[config.mk]
export PLATFORM = sky130hd
export DESIGN_NAME = slave_bridge_burst_tg_flat
export DESIGN_NICKNAME = d
export VERILOG_FILES = /design/src/rtl/slave_bridge_burst_tg_if.sv /design/src/rtl/slave_bridge_burst_tg.sv /design/src/flat_wrapper.sv
export SDC_FILE = /design/constraint.sdc
export NUM_CORES = 1
export LEC_CHECK = 0
export ABC_AREA = 1
export CAP_MARGIN = 10
export CORE_AREA = 4 4 536 538
export DETAILED_ROUTE_END_ITERATION = 6
export DIE_AREA = 0 0 540 542
export SLEW_MARGIN = 20
export SYNTH_ARGS = -nofsm -noshare
export SYNTH_HDL_FRONTEND = slang
export SYNTH_SLANG_ARGS = --single-unit
[constraint.sdc]
create_clock -name fabric_clk -period 2 [get_ports fabric_clk]
set_input_delay 0.3 -clock fabric_clk [delete_from_list [all_inputs] [get_ports fabric_clk]]
set_output_delay 0.3 -clock fabric_clk [all_outputs]
set_load 0.03 [all_outputs]
[src/rtl/slave_bridge_burst_tg_if.sv]
// AXI4 bus bundle between the burst traffic generator (master) and the slave bridge.
interface slave_bridge_burst_tg_if #(
    parameter int DATA_WIDTH = 512,
    parameter int ADDR_WIDTH = 64
);
    logic [ADDR_WIDTH-1:0]   awaddr;
    logic [7:0]              awlen;
    logic [2:0]              awsize;
    logic [1:0]              awburst;
    logic [1:0]              awid;
    logic                    awlock;
    logic [3:0]              awcache;
    logic [2:0]              awprot;
    logic                    awvalid;
    logic                    awready;
    logic [DATA_WIDTH-1:0]   wdata;
    logic [DATA_WIDTH/8-1:0] wstrb;
    logic                    wlast;
    logic                    wvalid;
    logic                    wready;
    logic [1:0]              bresp;
    logic [1:0]              bid;
    logic                    bvalid;
    logic                    bready;
    logic [ADDR_WIDTH-1:0]   araddr;
    logic [7:0]              arlen;
    logic [2:0]              arsize;
    logic [1:0]              arburst;
    logic [1:0]              arid;
    logic                    arlock;
    logic [3:0]              arcache;
    logic [2:0]              arprot;
    logic                    arvalid;
    logic                    arready;
    logic [DATA_WIDTH-1:0]   rdata;
    logic [1:0]              rresp;
    logic [1:0]              rid;
    logic                    rlast;
    logic                    rvalid;
    logic                    rready;

    modport master (
        output awaddr, awlen, awsize, awburst, awid, awlock, awcache, awprot, awvalid,
        input  awready,
        output wdata, wstrb, wlast, wvalid,
        input  wready,
        input  bresp, bid, bvalid,
        output bready,
        output araddr, arlen, arsize, arburst, arid, arlock, arcache, arprot, arvalid,
        input  arready,
        input  rdata, rresp, rid, rlast, rvalid,
        output rready
    );

    modport slave (
        input  awaddr, awlen, awsize, awburst, awid, awlock, awcache, awprot, awvalid,
        output awready,
        input  wdata, wstrb, wlast, wvalid,
        output wready,
        output bresp, bid, bvalid,
        input  bready,
        input  araddr, arlen, arsize, arburst, arid, arlock, arcache, arprot, arvalid,
        output arready,
        output rdata, rresp, rid, rlast, rvalid,
        input  rready
    );
endinterface

[src/rtl/slave_bridge_burst_tg.sv]
// AXI4 INCR-burst traffic generator for exercising the slave bridge path.
// Define RDATA_CHECK_EN to compare every read beat against the write pattern.
module slave_bridge_burst_tg #(
    parameter int                    TCQ             = 1,
    parameter int                    DATA_WIDTH      = 512,
    parameter int                    ADDR_WIDTH      = 64,
    parameter logic [ADDR_WIDTH-1:0] AXIBAR_ADDR     = 'h0,
    parameter int                    ADDR_RANGE      = 'h4000,
    parameter int                    BURST_LEN       = 4,
    parameter int                    MAX_OUTSTANDING = 8,
    parameter logic [31:0]           PATTERN_SEED    = 32'hA5A5_0000
) (
    input  logic                    fabric_clk,
    input  logic                    fabric_rst_n,
    input  logic                    gen_wr,
    input  logic                    gen_rd,
    output logic                    wr_req_rdy,
    output logic                    rd_req_rdy,
    slave_bridge_burst_tg_if.master m_axi,
    output logic [31:0]             wr_done_cnt,
    output logic [31:0]             rd_done_cnt,
    output logic [15:0]             err_cnt,
    output logic                    busy
);
    localparam int DATA_BYTES = DATA_WIDTH / 8;
    localparam int LANES      = DATA_WIDTH / 32;
    localparam int OFF_W      = $clog2(ADDR_RANGE);
    localparam int OUT_W      = $clog2(MAX_OUTSTANDING + 1);
    localparam int BEAT_W     = (BURST_LEN > 1) ? $clog2(BURST_LEN) : 1;
    localparam logic [OFF_W-1:0]  BURST_STEP = OFF_W'(BURST_LEN * DATA_BYTES);
    localparam logic [OFF_W-1:0]  BEAT_STEP  = OFF_W'(DATA_BYTES);
    localparam logic [BEAT_W-1:0] LAST_BEAT  = BEAT_W'(BURST_LEN - 1);
    localparam logic [OUT_W-1:0]  OUT_MAX    = OUT_W'(MAX_OUTSTANDING);

    logic [1:0]       gen_req, addr_ready, done_evt;
    logic [1:0]       avalid, a_hs, q_full, q_nz, out_nz;
    logic [OFF_W-1:0] off_v [2];
    logic             r_last_evt, w_hs, w_last_hs;

    assign r_last_evt = m_axi.rvalid & m_axi.rlast;
    assign gen_req    = {gen_rd, gen_wr};
    assign addr_ready = {m_axi.arready, m_axi.awready};
    assign done_evt   = {r_last_evt, m_axi.bvalid};

    // Index 0 is the write direction (AW/B), index 1 the read direction (AR/R-last).
    for (genvar gi = 0; gi < 2; gi++) begin : g_dir
        logic [3:0]       q_reg;
        logic             avalid_reg;
        logic [OUT_W-1:0] out_reg;
        logic [OFF_W-1:0] off_reg;
        logic             q_inc, out_dec;

        assign q_full[gi] = (q_reg == 4'hF);
        assign q_nz[gi]   = (q_reg != 4'h0);
        assign out_nz[gi] = (out_reg != '0);
        assign avalid[gi] = avalid_reg;
        assign a_hs[gi]   = avalid_reg & addr_ready[gi];
        assign off_v[gi]  = off_reg;
        assign q_inc      = gen_req[gi] & ~q_full[gi];
        assign out_dec    = done_evt[gi] & out_nz[gi];

        always_ff @(posedge fabric_clk or negedge fabric_rst_n) begin
            if (!fabric_rst_n) begin
                q_reg      <= '0;
                avalid_reg <= 1'b0;
                out_reg    <= '0;
                off_reg    <= '0;
            end else begin
                case ({q_inc, a_hs[gi]})
                    2'b10:   q_reg <= q_reg + 4'd1;
                    2'b01:   q_reg <= q_reg - 4'd1;
                    default: ;
                endcase
                case ({a_hs[gi], out_dec})
                    2'b10:   out_reg <= out_reg + 1'b1;
                    2'b01:   out_reg <= out_reg - 1'b1;
                    default: ;
                endcase
                // Issue only from idle so each address costs a fresh look at queue and credit.
                if (avalid_reg) begin
                    if (addr_ready[gi]) avalid_reg <= 1'b0;
                end else if (q_nz[gi] && (out_reg < OUT_MAX)) begin
                    avalid_reg <= 1'b1;
                end
                if (a_hs[gi]) off_reg <= off_reg + BURST_STEP;
            end
        end
    end

    logic [OUT_W:0]      w_owed_reg;
    logic [BEAT_W-1:0]   w_beat_reg;
    logic [OFF_W-1:0]    w_off_reg;
    logic [31:0]         wr_done_reg, rd_done_reg;
    logic [15:0]         err_cnt_reg;

    assign w_hs      = m_axi.wvalid & m_axi.wready;
    assign w_last_hs = w_hs & m_axi.wlast;

    always_ff @(posedge fabric_clk or negedge fabric_rst_n) begin
        if (!fabric_rst_n) begin
            w_owed_reg <= '0;
            w_beat_reg <= '0;
            w_off_reg  <= '0;
        end else begin
            case ({a_hs[0], w_last_hs})
                2'b10:   w_owed_reg <= w_owed_reg + 1'b1;
                2'b01:   w_owed_reg <= w_owed_reg - 1'b1;
                default: ;
            endcase
            if (w_hs) begin
                w_beat_reg <= (w_beat_reg == LAST_BEAT) ? '0 : w_beat_reg + 1'b1;
                w_off_reg  <= w_off_reg + BEAT_STEP;
            end
        end
    end

    // W beats are contiguous in window order, so a running beat offset addresses the pattern.
    for (genvar gi = 0; gi < LANES; gi++) begin : g_wlane
        assign m_axi.wdata[gi*32 +: 32] = (32'(w_off_reg) + 32'(gi * 4)) ^ PATTERN_SEED;
    end

    logic chk_err;
    logic unused_ok;

`ifdef RDATA_CHECK_EN
    logic [OFF_W-1:0]  rd_chk_off_reg;
    logic [BEAT_W-1:0] rd_beat_reg;
    logic [OFF_W-1:0]  rd_beat_off;
    logic [LANES-1:0]  lane_bad;

    always_ff @(posedge fabric_clk or negedge fabric_rst_n) begin
        if (!fabric_rst_n) begin
            rd_chk_off_reg <= '0;
            rd_beat_reg    <= '0;
        end else if (m_axi.rvalid) begin
            rd_beat_reg <= m_axi.rlast ? '0 : rd_beat_reg + 1'b1;
            if (m_axi.rlast) rd_chk_off_reg <= rd_chk_off_reg + BURST_STEP;
        end
    end

    assign rd_beat_off = rd_chk_off_reg + OFF_W'(32'(rd_beat_reg) * 32'(DATA_BYTES));

    for (genvar gi = 0; gi < LANES; gi++) begin : g_rlane
        assign lane_bad[gi] = m_axi.rdata[gi*32 +: 32] !=
                              ((32'(rd_beat_off) + 32'(gi * 4)) ^ PATTERN_SEED);
    end

    assign chk_err   = m_axi.rvalid & (|lane_bad);
    assign unused_ok = ^{m_axi.bid, m_axi.rid, TCQ};
`else
    assign chk_err   = 1'b0;
    assign unused_ok = ^{m_axi.bid, m_axi.rid, m_axi.rdata, TCQ};
`endif

    logic [1:0]  err_inc;
    logic [16:0] err_sum;

    assign err_inc = {1'b0, m_axi.bvalid & (m_axi.bresp != 2'b00)}
                   + {1'b0, m_axi.rvalid & (m_axi.rresp != 2'b00)}
                   + {1'b0, chk_err};
    assign err_sum = {1'b0, err_cnt_reg} + {15'b0, err_inc};

    always_ff @(posedge fabric_clk or negedge fabric_rst_n) begin
        if (!fabric_rst_n) begin
            wr_done_reg <= '0;
            rd_done_reg <= '0;
            err_cnt_reg <= '0;
        end else begin
            if (m_axi.bvalid) wr_done_reg <= wr_done_reg + 32'd1;
            if (r_last_evt)   rd_done_reg <= rd_done_reg + 32'd1;
            err_cnt_reg <= err_sum[16] ? 16'hFFFF : err_sum[15:0];
        end
    end

    assign wr_req_rdy  = ~q_full[0];
    assign rd_req_rdy  = ~q_full[1];
    assign wr_done_cnt = wr_done_reg;
    assign rd_done_cnt = rd_done_reg;
    assign err_cnt     = err_cnt_reg;
    assign busy        = (|q_nz) | (|out_nz) | (|avalid) | (w_owed_reg != '0);

    assign m_axi.awaddr  = AXIBAR_ADDR + ADDR_WIDTH'(off_v[0]);
    assign m_axi.awlen   = 8'(BURST_LEN - 1);
    assign m_axi.awsize  = 3'($clog2(DATA_BYTES));
    assign m_axi.awburst = 2'b01;
    assign m_axi.awid    = 2'b00;
    assign m_axi.awlock  = 1'b0;
    assign m_axi.awcache = 4'b0000;
    assign m_axi.awprot  = 3'b000;
    assign m_axi.awvalid = avalid[0];
    assign m_axi.wstrb   = '1;
    assign m_axi.wlast   = (w_beat_reg == LAST_BEAT);
    assign m_axi.wvalid  = (w_owed_reg != '0);
    assign m_axi.bready  = 1'b1;
    assign m_axi.araddr  = AXIBAR_ADDR + ADDR_WIDTH'(off_v[1]);
    assign m_axi.arlen   = 8'(BURST_LEN - 1);
    assign m_axi.arsize  = 3'($clog2(DATA_BYTES));
    assign m_axi.arburst = 2'b01;
    assign m_axi.arid    = 2'b00;
    assign m_axi.arlock  = 1'b0;
    assign m_axi.arcache = 4'b0000;
    assign m_axi.arprot  = 3'b000;
    assign m_axi.arvalid = avalid[1];
    assign m_axi.rready  = 1'b1;
endmodule

[src/flat_wrapper.sv]
// flat-port wrapper written by rule: the top's interface ports become plain ports
module slave_bridge_burst_tg_flat 
#(
    parameter int                    TCQ             = 1,
    parameter int                    DATA_WIDTH      = 512,
    parameter int                    ADDR_WIDTH      = 64,
    parameter logic [ADDR_WIDTH-1:0] AXIBAR_ADDR     = 'h0,
    parameter int                    ADDR_RANGE      = 'h4000,
    parameter int                    BURST_LEN       = 4,
    parameter int                    MAX_OUTSTANDING = 8,
    parameter logic [31:0]           PATTERN_SEED    = 32'hA5A5_0000
)
  (fabric_clk, fabric_rst_n, gen_wr, gen_rd, wr_req_rdy, rd_req_rdy, wr_done_cnt, rd_done_cnt, err_cnt, busy, m_axi_awaddr, m_axi_awlen, m_axi_awsize, m_axi_awburst, m_axi_awid, m_axi_awlock, m_axi_awcache, m_axi_awprot, m_axi_awvalid, m_axi_awready, m_axi_wdata, m_axi_wstrb, m_axi_wlast, m_axi_wvalid, m_axi_wready, m_axi_bresp, m_axi_bid, m_axi_bvalid, m_axi_bready, m_axi_araddr, m_axi_arlen, m_axi_arsize, m_axi_arburst, m_axi_arid, m_axi_arlock, m_axi_arcache, m_axi_arprot, m_axi_arvalid, m_axi_arready, m_axi_rdata, m_axi_rresp, m_axi_rid, m_axi_rlast, m_axi_rvalid, m_axi_rready);
  slave_bridge_burst_tg_if #(.DATA_WIDTH(DATA_WIDTH), .ADDR_WIDTH(ADDR_WIDTH)) m_axi_i ();
  input  logic fabric_clk;
  input  logic fabric_rst_n;
  input  logic gen_wr;
  input  logic gen_rd;
  output logic wr_req_rdy;
  output logic rd_req_rdy;
  output logic [31:0] wr_done_cnt;
  output logic [31:0] rd_done_cnt;
  output logic [15:0] err_cnt;
  output logic busy;
  output wire logic [$bits(m_axi_i.awaddr)-1:0] m_axi_awaddr;
  output wire logic [$bits(m_axi_i.awlen)-1:0] m_axi_awlen;
  output wire logic [$bits(m_axi_i.awsize)-1:0] m_axi_awsize;
  output wire logic [$bits(m_axi_i.awburst)-1:0] m_axi_awburst;
  output wire logic [$bits(m_axi_i.awid)-1:0] m_axi_awid;
  output wire logic [$bits(m_axi_i.awlock)-1:0] m_axi_awlock;
  output wire logic [$bits(m_axi_i.awcache)-1:0] m_axi_awcache;
  output wire logic [$bits(m_axi_i.awprot)-1:0] m_axi_awprot;
  output wire logic [$bits(m_axi_i.awvalid)-1:0] m_axi_awvalid;
  input wire logic [$bits(m_axi_i.awready)-1:0] m_axi_awready;
  output wire logic [$bits(m_axi_i.wdata)-1:0] m_axi_wdata;
  output wire logic [$bits(m_axi_i.wstrb)-1:0] m_axi_wstrb;
  output wire logic [$bits(m_axi_i.wlast)-1:0] m_axi_wlast;
  output wire logic [$bits(m_axi_i.wvalid)-1:0] m_axi_wvalid;
  input wire logic [$bits(m_axi_i.wready)-1:0] m_axi_wready;
  input wire logic [$bits(m_axi_i.bresp)-1:0] m_axi_bresp;
  input wire logic [$bits(m_axi_i.bid)-1:0] m_axi_bid;
  input wire logic [$bits(m_axi_i.bvalid)-1:0] m_axi_bvalid;
  output wire logic [$bits(m_axi_i.bready)-1:0] m_axi_bready;
  output wire logic [$bits(m_axi_i.araddr)-1:0] m_axi_araddr;
  output wire logic [$bits(m_axi_i.arlen)-1:0] m_axi_arlen;
  output wire logic [$bits(m_axi_i.arsize)-1:0] m_axi_arsize;
  output wire logic [$bits(m_axi_i.arburst)-1:0] m_axi_arburst;
  output wire logic [$bits(m_axi_i.arid)-1:0] m_axi_arid;
  output wire logic [$bits(m_axi_i.arlock)-1:0] m_axi_arlock;
  output wire logic [$bits(m_axi_i.arcache)-1:0] m_axi_arcache;
  output wire logic [$bits(m_axi_i.arprot)-1:0] m_axi_arprot;
  output wire logic [$bits(m_axi_i.arvalid)-1:0] m_axi_arvalid;
  input wire logic [$bits(m_axi_i.arready)-1:0] m_axi_arready;
  input wire logic [$bits(m_axi_i.rdata)-1:0] m_axi_rdata;
  input wire logic [$bits(m_axi_i.rresp)-1:0] m_axi_rresp;
  input wire logic [$bits(m_axi_i.rid)-1:0] m_axi_rid;
  input wire logic [$bits(m_axi_i.rlast)-1:0] m_axi_rlast;
  input wire logic [$bits(m_axi_i.rvalid)-1:0] m_axi_rvalid;
  output wire logic [$bits(m_axi_i.rready)-1:0] m_axi_rready;
  assign m_axi_awaddr = m_axi_i.awaddr;
  assign m_axi_awlen = m_axi_i.awlen;
  assign m_axi_awsize = m_axi_i.awsize;
  assign m_axi_awburst = m_axi_i.awburst;
  assign m_axi_awid = m_axi_i.awid;
  assign m_axi_awlock = m_axi_i.awlock;
  assign m_axi_awcache = m_axi_i.awcache;
  assign m_axi_awprot = m_axi_i.awprot;
  assign m_axi_awvalid = m_axi_i.awvalid;
  assign m_axi_i.awready = m_axi_awready;
  assign m_axi_wdata = m_axi_i.wdata;
  assign m_axi_wstrb = m_axi_i.wstrb;
  assign m_axi_wlast = m_axi_i.wlast;
  assign m_axi_wvalid = m_axi_i.wvalid;
  assign m_axi_i.wready = m_axi_wready;
  assign m_axi_i.bresp = m_axi_bresp;
  assign m_axi_i.bid = m_axi_bid;
  assign m_axi_i.bvalid = m_axi_bvalid;
  assign m_axi_bready = m_axi_i.bready;
  assign m_axi_araddr = m_axi_i.araddr;
  assign m_axi_arlen = m_axi_i.arlen;
  assign m_axi_arsize = m_axi_i.arsize;
  assign m_axi_arburst = m_axi_i.arburst;
  assign m_axi_arid = m_axi_i.arid;
  assign m_axi_arlock = m_axi_i.arlock;
  assign m_axi_arcache = m_axi_i.arcache;
  assign m_axi_arprot = m_axi_i.arprot;
  assign m_axi_arvalid = m_axi_i.arvalid;
  assign m_axi_i.arready = m_axi_arready;
  assign m_axi_i.rdata = m_axi_rdata;
  assign m_axi_i.rresp = m_axi_rresp;
  assign m_axi_i.rid = m_axi_rid;
  assign m_axi_i.rlast = m_axi_rlast;
  assign m_axi_i.rvalid = m_axi_rvalid;
  assign m_axi_rready = m_axi_i.rready;
  slave_bridge_burst_tg #(.TCQ(TCQ), .DATA_WIDTH(DATA_WIDTH), .ADDR_WIDTH(ADDR_WIDTH), .AXIBAR_ADDR(AXIBAR_ADDR), .ADDR_RANGE(ADDR_RANGE), .BURST_LEN(BURST_LEN), .MAX_OUTSTANDING(MAX_OUTSTANDING), .PATTERN_SEED(PATTERN_SEED)) u_core (.fabric_clk(fabric_clk), .fabric_rst_n(fabric_rst_n), .gen_wr(gen_wr), .gen_rd(gen_rd), .wr_req_rdy(wr_req_rdy), .rd_req_rdy(rd_req_rdy), .m_axi(m_axi_i), .wr_done_cnt(wr_done_cnt), .rd_done_cnt(rd_done_cnt), .err_cnt(err_cnt), .busy(busy));
endmodule
Word-level counts from Yosys, hierarchy flattened
Index checks and enable logic that the tools add are counted.

storage, ports and cells
  flip-flop bits (word level) = 147
  output and inout port bits = 839

cells by class
  add/sub/neg operators = 33
  magnitude comparators = 2
  equal/unequal tests = 13
  mux-type cells = 13
  bitwise logic cells = 31
  reductions and logical operators = 17

operator list
  operator                 count
  $add A14 B6 Y15 const B  8
  $not A8 Y8 const A       15
  $add A32 B1 Y32 const B  2
  $add A14 B5 Y15 const B  4
  $pmux W4 S2              4
  $add A14 B4 Y15 const B  2
  $add A14 B9 Y14 const B  2
  $add A16 B2 Y17          1
  $add A4 B1 Y4 const B    4
  $mux W16                 1
  $reduce_bool A4 Y1       4
  $sub A4 B1 Y4 const B    4
  $add A14 B3 Y15 const B  1
  $add A14 B7 Y14 const B  1
  $reduce_bool A2 Y1       7
  $eq A2 B2 Y1 const B     6
  $and A1 B1 Y1            11
  $eq A2 B1 Y1 const B     5
  $pmux W5 S2              1
  $eq A4 B4 Y1 const B     2
  $lt A4 B4 Y1 const B     2
  $mux W1                  6
  $reduce_or A2 Y1         3
  $add A5 B1 Y5 const B    1
  other kinds (8)          12

Depth between registers and ports, before layout
  depth after elaboration = 5
  depth in mapped cells = 13
  mapped depth without buffers = 13

Least setup slack after synthesis
Ideal clock, no wire load.

  path kind = register -> register
  from = register u_core.w_owed_reg[0]
  to = register u_core.w_owed_reg[4]
  library setup time = 117 ps
  arrival = 2042 ps
  required time = 1883 ps
  path slack = -160 ps
  cell stages (with the launch flop) = 13
  buffers on the path = 0
  period minus slack after synthesis = 2160 ps
  cell sequence = dfrtp_1 > nor2_1 > nand3_2 > nand2_2 > nor2_1 > ha_1 > xor2_1 > ha_1 > a21o_1 > nand3_1 > nand3_1 > nand3_1 > nand2_1

between the ends
  longest elaborated chain between the ends = 5
  elaborated cells between the ends (all ways) = 9
  classes of those cells = 2 x add/sub; 2 x eq/ne; 1 x mux; 2 x bitwise; 2 x reduce/logical

RTL lines
  what                                                      RTL line                      RTL
  start: declaration                                        slave_bridge_burst_tg.sv:90   logic [OUT_W:0] w_owed_reg;
  start signal: assignment                                  slave_bridge_burst_tg.sv:106  2'b10: w_owed_reg <= w_owed_reg + 1'b1;
  start signal: assignment                                  slave_bridge_burst_tg.sv:107  2'b01: w_owed_reg <= w_owed_reg - 1'b1;
  $reduce_bool A5 Y1 *                                      slave_bridge_burst_tg.sv:193  assign m_axi.wvalid = (w_owed_reg != '0);
  net m_axi_wvalid                                          flat_wrapper.sv:38            output wire logic [$bits(m_axi_i.wvalid)-1:0] m_axi_wvalid;
  $and A1 B1 Y1 *                                           slave_bridge_burst_tg.sv:96   assign w_hs = m_axi.wvalid & m_axi.wready;
  $and A1 B1 Y1 *                                           slave_bridge_burst_tg.sv:97   assign w_last_hs = w_hs & m_axi.wlast;
  $eq A2 B1 Y1 / $eq A2 B2 Y1 (equally long branches)       slave_bridge_burst_tg.sv:105  case ({a_hs[0], w_last_hs})
  $pmux W5 S2 / $reduce_bool A2 Y1 (equally long branches)  --

Mark *: on every way through the listed nets, which the timed path passes. The rest lies on a longest branch.
A chain may end at the register's enable or synchronous reset.

Final worst setup path
  from = register u_core.g_dir[0].out_reg[3]
  to = output busy

between the ends
  longest elaborated chain between the ends = 5

RTL lines
  what                        RTL line                      RTL
  start: declaration          slave_bridge_burst_tg.sv:49   logic [OUT_W-1:0] out_reg;
  start signal: assignment    slave_bridge_burst_tg.sv:75   2'b10: out_reg <= out_reg + 1'b1;
  start signal: assignment    slave_bridge_burst_tg.sv:76   2'b01: out_reg <= out_reg - 1'b1;
  $reduce_bool A4 Y1          slave_bridge_burst_tg.sv:55   assign out_nz[gi] = (out_reg != '0);
  $reduce_or A2 Y1            slave_bridge_burst_tg.sv:180  assign busy = (|q_nz) | (|out_nz) | (|avalid) | (w_owed_reg != '0);
  $or A1 B1 Y1 (3 in series)  slave_bridge_burst_tg.sv:180
  end: declaration            flat_wrapper.sv:24            output logic busy;

No other way between the ends.

==> results.cfg <==
[run_status]
status = complete, but fails checks
violations = setup timing

[timing]
max_freq_mhz = 466.7
period_needed_ns = 2.143
hold_violations = 0
rsz0062_at_grt = true
setup_slack_ns = -0.1425
hold_ws_ns = 0.2245
fin_crit_sh = 1.071
slew_violations = 0
fin_setup_tns_ns = -0.1454
setup_viol = 2
skew_ns = 0.02344

[power_and_ir_drop]
power_frac_clock = 0.207
pwr-share-comb = 0.591
p_sw_mw = 10.28
p_per_area_nw_per_um2 = 1120
p_leak_nw = 7.658
p_int_mw = 9.354
total_power_mw = 19.63
power_frac_seq = 0.202
swShare = 0.5235
worst_ir_drop_vdd_v = 0.0005052

[worst_setup_path]
worstPathRequired_ns = 1.70
reg2reg_from = u_core.g_dir[0].out_reg[3]$_DFFE_PN0P_
r2r_cells = 9
cp-end-kind = output pin
cp-start-kind = flip-flop
r2r_slack_ns = 0
critPathKind = flip-flop to output pin
r2r-end = u_core.g_dir[0].out_reg[2]$_DFFE_PN0P_
cp.arrival_ns = 1.84
path_max_fanout = 2

[placed_design]
pre_cts_slack_ns = -0.4730
gp_congestion = 0.7261
dp_cells = 5460
portBuffers = 240
post-dp-hpwl_um = 42280
post_dp_cell_area_um2 = 16700

[cts]
cts_root_buf = clkbuf_16
clock_latency_ns = 0.52
cts_inserted_buffers = 25
clockBufferDepth = 3
cts_tree = yes
clk_pin_slew_worst_paths_ns = 0.07
h-tree-depth = 4
clock_sinks = 125

[synthesis]
ys_types = 38
synth.top_cell.area_share = 0.4432
ys.flop_type = dfrtp_1
ys_seq_area_frac = 0.2523
synth-edff-count = 0
syn_inst = 1527
synthArstFlopShare = 1.000
avgSynthCellArea_um2 = 8.119
ys_top_cells_by_area = buf_4 (44%), dfrtp_1 (25%), nand2_1 (6.3%)
yosysWarnings = 0
syn_area_um2 = 12400
ys_ff_latch = 125
yosysTopAreaCell = buf_4

[grt]
grt-ovfl-total = 0
grt_pass1_vias = 6840
grt_max_degree = 47
grt_usage = 0.03082
antenna_found_initial = 5
grt_pass1_wl_um = 59510

[cells_and_area]
fin_util = 0.06217
drive_gt1_frac = 0.2077
syn_to_final_growth_pct = 41.44
finalNonFillerCells = 5505
finalInstanceArea_um2 = 17540
filler_cell_count = 33410
layout.nets = 2309

[floorplan]
start_util = 0.04396
fp.dieH_um = 542
dieArea_um2 = 292700
die_x_um = 540
core.rowCount = 195
io_pins = 1369
core_area_um2 = 282000

[route]
avgRoutedWirePerCell_um = 8.783
dr.first_iter.drc_count = 282
vias = 8151
drt_wl_total_um = 48350
drc = 0
ant_nets = 0
vias_per_cell = 1.481
firstDrtPassIters = 4

[min_path]
hold_class = primary input to asynchronous set/reset pin

[flow_run]
drv_cap = 0
-- critical path, cell delays in order, from the launching register on --
cell     delay (ns)
dfrtp_1        0.41
nor4_4         0.34
buf_6          0.17
nor3b_2        0.16
nand2_1        0.08
buf_6          0.15
-- power by group through the flow --
stage	Clock [mW]	Sequential (mW)	Combinational (mW)
global route	4.39	4.07	12.5
finish	4.06	3.97	11.6
detailed placement	0	4.00	11.8
global placement	0	3.99	11.7
floorplan	0	4.81	7.98
CTS	4.36	3.98	11.8
-- how the worst max path moves through the flow --
stage                     slack (ns)                               end                              startpoint  cells past startpoint
final                          -0.14                              busy  u_core.g_dir[0].out_reg[3]$_DFFE_PN0P_                      5
after global placement         -0.52      u_core.err_cnt[12]$_DFF_PN0_                          m_axi_rresp[1]                     12
after floorplan               -0.009  u_core.w_owed_reg[4]$_DFFE_PN0P_        u_core.w_owed_reg[1]$_DFFE_PN0P_                     12
after detailed placement       -0.47      u_core.err_cnt[12]$_DFF_PN0_                            m_axi_rvalid                     12
after global routing           -0.33                              busy  u_core.g_dir[0].out_reg[3]$_DFFE_PN0P_                      5
after CTS                      -0.28                              busy  u_core.g_dir[0].out_reg[2]$_DFFE_PN0P_                      5
-- kinds of logic (layout without fill, tap and decap cells) --
kind of cell / after synthesis / after routing / synth area share
AND/OR/NAND/NOR: 414 / 414 / 0.1664
AO/OA/AOI/OAI: 38 / 38 / 0.01655
adder cells (fa/ha/maj): 28 / 28 / 0.03129
XOR/XNOR: 81 / 81 / 0.05722
buffers and inverters: 839 / 459 / 0.4756
other: 2 / 617 / 0.0006057
flip-flops: 125 / 125 / 0.2523
-- per-layer routing --
metal	GRT usage	share of wire	wire, um	up-vias
li1	-	-	-	3832
met1	0.03553	0.39	18940	3638
met2	0.04736	0.44	21110	653
met3	0.01768	0.15	7449	28
met4	0.01087	0.018	857	0
met5	0	0	0	-
-- cells in the mapped netlist (7+ instances only) --
library cell,n
nand3_1,45
o21ai_1,7
xor2_1,48
nand2_2,15
inv_1,100
xnor2_1,33
nor2_1,49
nand3_2,8
nor2_4,15
o21ai_0,22
nand3b_1,14
nand2_1,208
nor2_2,11
ha_1,23
nand4_1,22
dfrtp_1,125
nor3_1,14
buf_4,732
-- what timing repair did --
item / 4_1_cts / 5_1_grt
pin swaps: 6 / 12
setup endpoints to repair: 47 / 21
buffers inserted: 3 / 4
hold buffers: 1 / 0
endpoints found under the hold margin: 87 / 0
resized for setup: 59 / 15
-- cells in the final DEF (no fill, tap or decap), types with 25 or more instances in the layout --
cell,netlist,layout
xnor2_1,33,33
nand3_1,45,45
inv_1,100,97
dfrtp_1,125,123
buf_4,732,220
nand2_1,208,207
conb_1,2,612
xor2_1,48,46
nor2_1,49,44
dlygate4sd2_1,0,44
clkbuf_16,0,25
clkdlybuf4s50_1,0,25
-- cell type report --
| class | count | area [um2] | share of cell area |
|---|---|---|---|
| Clock inverter | 2 | 35.03 | 0.001998 |
| Clock buffer | 31 | 678.2 | 0.03867 |
| Tap cell | 3743 | 4683 | 0.2671 |
| Sequential cell | 125 | 3131 | 0.1785 |
| Multi-Input combinational cell | 1173 | 5781 | 0.3296 |
| Antenna cell | 5 | 12.51 | 0.0007135 |
| Timing Repair Buffer | 319 | 2811 | 0.1603 |
| Inverter | 107 | 404.1 | 0.02305 |
Power figures use the tool's default switching activity.
